==> src/rtl/ram8_16_pkg.sv <==
// Shared Hack datapath constants: word width, RAM8 geometry and reset word.
package hack_defs;
  localparam int              HACK_WORD_W    = 16;
  localparam int              RAM8_ADDR_W    = 3;
  localparam int              RAM8_DEPTH     = 8;
  localparam logic [15:0]     HACK_WORD_ZERO = 16'h0000;
endpackage

==> src/rtl/ram8_16_register16.sv <==
// WIDTH-bit load-enabled register with synchronous active-high clear.
module register16
  import hack_defs::*;
#(
  parameter int WIDTH = HACK_WORD_W
) (
  input  logic             clk,
  input  logic             rst,
  input  logic [WIDTH-1:0] in,
  input  logic             load,
  output logic [WIDTH-1:0] out
);
  logic [WIDTH-1:0] word_q, word_d;

  always_comb begin
    word_d = word_q;
    if (load) word_d = in;
  end

  // Reset dominates load so a write coincident with reset is discarded.
  always_ff @(posedge clk) begin
    if (rst) word_q <= WIDTH'(HACK_WORD_ZERO);
    else     word_q <= word_d;
  end

  assign out = word_q;
endmodule

==> src/rtl/ram8_16.sv <==
// Hack RAM8: eight register16 words, 3-to-8 load decode, 8:1 combinational read mux.
// Optional macro RAM8_16_WRITE_BYPASS_EN forwards in to out during an active write.
module ram8_16
  import hack_defs::*;
#(
  parameter int WIDTH  = HACK_WORD_W,
  parameter int ADDR_W = RAM8_ADDR_W
) (
  input  logic              clk,
  input  logic              rst,
  input  logic [WIDTH-1:0]  in,
  input  logic              load,
  input  logic [ADDR_W-1:0] address,
  output logic [WIDTH-1:0]  out
);
  localparam int DEPTH = 2 ** ADDR_W;

  logic [DEPTH-1:0]            load_dec;
  logic [DEPTH-1:0][WIDTH-1:0] word_q;

  always_comb begin
    load_dec          = '0;
    load_dec[address] = load;
  end

  for (genvar i = 0; i < DEPTH; i++) begin : g_word
    register16 #(.WIDTH(WIDTH)) u_reg (
      .clk  (clk),
      .rst  (rst),
      .in   (in),
      .load (load_dec[i]),
      .out  (word_q[i])
    );
  end

  always_comb begin
    out = word_q[address];
`ifdef RAM8_16_WRITE_BYPASS_EN
    // Write-through forward; suppressed under reset since the write is dropped.
    if (load && !rst) out = in;
`endif
  end
endmodule

==> config.mk <==
export PLATFORM = sky130hd
export DESIGN_NAME = ram8_16
export DESIGN_NICKNAME = d
export VERILOG_FILES = /design/src/rtl/ram8_16_pkg.sv /design/src/rtl/ram8_16_register16.sv /design/src/rtl/ram8_16.sv
export SDC_FILE = /design/constraint.sdc
export NUM_CORES = 1
export LEC_CHECK = 0
export ABC_AREA = 1
export CAP_MARGIN = 0
export CORE_MARGIN = 8
export CORE_UTILIZATION = 30
export CTS_CLUSTER_SIZE = 12
export DETAILED_ROUTE_END_ITERATION = 12
export PLACE_DENSITY = 0.55
export SETUP_SLACK_MARGIN = 0.1
export SYNTH_ARGS = -nofsm -noshare
export SYNTH_HDL_FRONTEND = slang
export SYNTH_HIERARCHICAL = 1
export SYNTH_SLANG_ARGS = --single-unit
==> constraint.sdc <==
create_clock -name clk -period 2.4 [get_ports clk]
set_clock_uncertainty 0.2 [all_clocks]
set_input_delay 0.48 -clock clk [delete_from_list [all_inputs] [get_ports clk]]
set_output_delay 0.48 -clock clk [all_outputs]
set_load 0.05 [all_outputs]
# Word level (Yosys, flattened, before mapping)
# Cells that the tools add are included.
# Widths: inputs -> output; s select.
# totals
ff_bits,128
out_inout_bits,16
in_bits,22
word_cells,16
# classes
n_bitwise,1
reduce_logical,1
magnitude_cmp,2
muxes,4
# ops
op,count
$bmux 16 s3,1
$mux 16,1
$and 8x8->8,1
$lt 3x4->1 const B,1
$demux 1 s3,1
$ge 3x1->1 const B,1
$logic_and 1x1->1,1
$mux 1,1

# Logic depth before layout (Yosys ltp)
# depth
word_depth,5
mapped_depth,9
ltp_nobuf,7

# Cells and area by module
# The synthesis kept the hierarchy.
# by_module_without_submodules
mod,seq_area_each_um2,cells_each,instances,area_each_um2
register16,320.3,101,8,670.6
ram8_16,0.0,439,1,1783.0

# Least setup slack after synthesis
# OpenSTA, ideal clock, no wires.
# synth_path
path_type,in2out
from,input port address[1]
to,output port out[11]
t_required_ps,1720
arrival_time_ps,1383
n_path_buf,1
cell_stages,6
setup_slack_ps,337
cell_sequence,nor2_2 > buf_4 > nand3_1 > nand2_1 > inv_1 > nand2_1
# synth_via
elab_chain_len,2
# synth_lines
element,line,text
"start, declared",ram8_16.sv:13,"input logic [ADDR_W-1:0] address,"
$bmux 16 s3,ram8_16.sv:37,out = word_q[address];
$mux 16 (implied by the code),ram8_16.sv:37,
"end, declared",ram8_16.sv:14,output logic [WIDTH-1:0] out
# Every way passes these cells. The select of a mux whose other input is x is not followed.

# Final worst setup path
# layout_path
from,input port address[0]
to,output port out[12]
# The elaborated chain is that of the path after synthesis.

==> run metrics <==
TritonCTS clock tree=built; Crit Path Max Fanout=27; Synth Register Bits=128; vias=6601; Via density=4.060; io pins=38; number of max-cap violations=0; mapped cell area=7148 sq um; Final Wtd Congestion=0.7950; final setup vio count=0; Yosys cell types=12; Hold Path Class=register to register; Slew @ Worst Pin=0.7576 ns; DIE WIDTH=170.4 um; register area share after synthesis=0.3585; CTS H-tree depth=4; DP Area=8093 sq um; vias in the first global route=6138; DIE AREA=29020 sq um; CTS Buf Count=17; post-synth top area share=0.3585; worst skew pair latency=0.41 ns; crit start category=input pin; Synth Instances=1247; RSZ-0062 raised after global routing=false; Ys Warns=6; CTS Sinks=128; diodes inserted=0; Synth area leader=dfxtp_1; Post-Syn Nets=1269; WP data arrival=1.54 ns; Initial Utilization=0.3054; Total Routed Length=20110 um; cts hold-fix bufs=0; Post-synth EDFFs=0; status=finished clean; CORE AREA=23400 sq um; initial antenna violation count=0; max-slew violations=0; Post-route DRC=0; Area growth syn-to-layout=23.26%; largest net degree at the start of global routing=30; placed cells=1591; endpoint type of the worst setup path=output port; # port buffers=37; Worst-path clk slew=0.05 ns; Async SR Flop Fraction=0; final std cells w/o fill=1626; pwr/cell area=680.6 nW/um^2; Worst EP required=1.72 ns; synth cell count leaders=nand2_1, inv_1, nor2_1; drt wl/cell=12.37 um; max FFs per register=128; total grt overflow=0; period utilisation layout=0.9239; most numerous cell in the Yosys netlist=nand2_1; Tmin final=2.217 ns; clock root buffer=clkbuf_16; Pleak=4.474 nW; Starting DRT DRC Count=416; CTS max path bufs=2; Crit Path Category=input pin to output port; global-route wire length before repair=32500 um; achievable frequency=0.4510 GHz; DP HPWL=13380 um; drt pass-1 iters=5; row count=56; share of cells above drive strength 1=0.1010; final hold viol count=0; syn avg cell area=5.732 sq um; Peak VDD IR=358.0 uV; layout net count=1316; relative slew slack=0.4943; top cells by area, synth=dfxtp_1, nand2_1, inv_1; Die H=170.4 um; total track usage=0.1445; cell area after layout=8811 sq um; Post-synth top flop=dfxtp_1; post-route ant nets=0
path summary, 6_finish.rpt:
path | start | to | slack [ns] | cells after the start
hold reg to reg | g_word[2].u_reg/out[7]$_SDFFE_PP0P_ | g_word[2].u_reg/out[7]$_SDFFE_PP0P_ | 0.27 | 2
setup / recovery | address[0] | out[12] | 0.18 | 9
setup reg to reg | g_word[2].u_reg/out[5]$_SDFFE_PP0P_ | g_word[2].u_reg/out[5]$_SDFFE_PP0P_ | 1.61 | 2
hold / removal | g_word[2].u_reg/out[7]$_SDFFE_PP0P_ | g_word[2].u_reg/out[7]$_SDFFE_PP0P_ | 0.27 | 2
placed cells by master (no fill, tap or decap), types with 3 or more instances in the layout:
cell type,count
buf_12,28
buf_2,3
buf_4,26
bufinv_16,5
clkbuf_1,4
clkbuf_16,17
clkdlybuf4s50_1,18
dfxtp_1,128
inv_1,300
inv_2,3
nand2_1,421
nand2_2,14
nand3_1,64
nor2_1,240
nor2_2,24
nor2_4,3
kinds of logic (layout without fill, tap and decap cells):
group                  Yosys count  after routing  synth area share
buffers and inverters          353            413            0.2200
DFF                            128            128            0.3585
and+or+nand+nor                766            766            0.4215
metrics by stage:
| step | hold slack [ns] | TNS (ns) | total power, mW | setup WS, ns | utilization |
|---|---|---|---|---|---|
| 4_1_cts | 0.2702 | 0 | 6.050 | 0.1130 | 0.3767 |
| 2_1_floorplan | 0.2490 | 0 | 2.818 | 0.3372 | - |
| 6_report | 0.2695 | 0 | 5.997 | 0.1826 | 0.3765 |
| 3_5_place_dp | 0.2621 | -2.646 | 3.182 | -0.1984 | 0.3458 |
| 3_3_place_gp | 0.2575 | -2.618 | 3.180 | -0.1872 | 0.3458 |
| 5_1_grt | 0.2809 | 0 | 6.256 | 0.1208 | 0.3765 |
metal layers:
layer  vias up  part of all wire  wire [um]  global-route usage
met3         9             0.033        673             0.02966
li1       3570                 -          -                   -
met5         -                 0          0                   0
met1      2925              0.51      10330              0.1941
met4         0             0.010        210             0.03852
met2        97              0.44       8894              0.2314
critical path: stages:
cell and delay (ns):
buf_2 0.16, inv_2 0.12, buf_12 0.19, nand2_1 0.08
nand3_1 0.08, nand2_1 0.06, inv_1 0.09, nand2_1 0.09
buf_12 0.16
power by group:
part | switching, mW | internal [mW]
sequential | 0.0369 | 2.20
combinational | 0.558 | 0.360
clock | 0.973 | 1.87
final cells by class:
class / instances / area [sq um]
clock buffer: 22 / 454.2
tap: 319 / 399.1
sequential: 128 / 2562
inverter: 303 / 1137
clock inverter: 10 / 183.9
fill: 2590 / 14590
multi-input combinational: 766 / 3073
timing repair buffer: 78 / 1001
repair_timing:
action,4_1_cts,5_1_grt
pin swaps,3,3
endpoints found under the setup margin,16,14
cloned,1,0
gates resized for setup,21,6
buffers inserted,2,0
(Power assumes the default switching activity.)
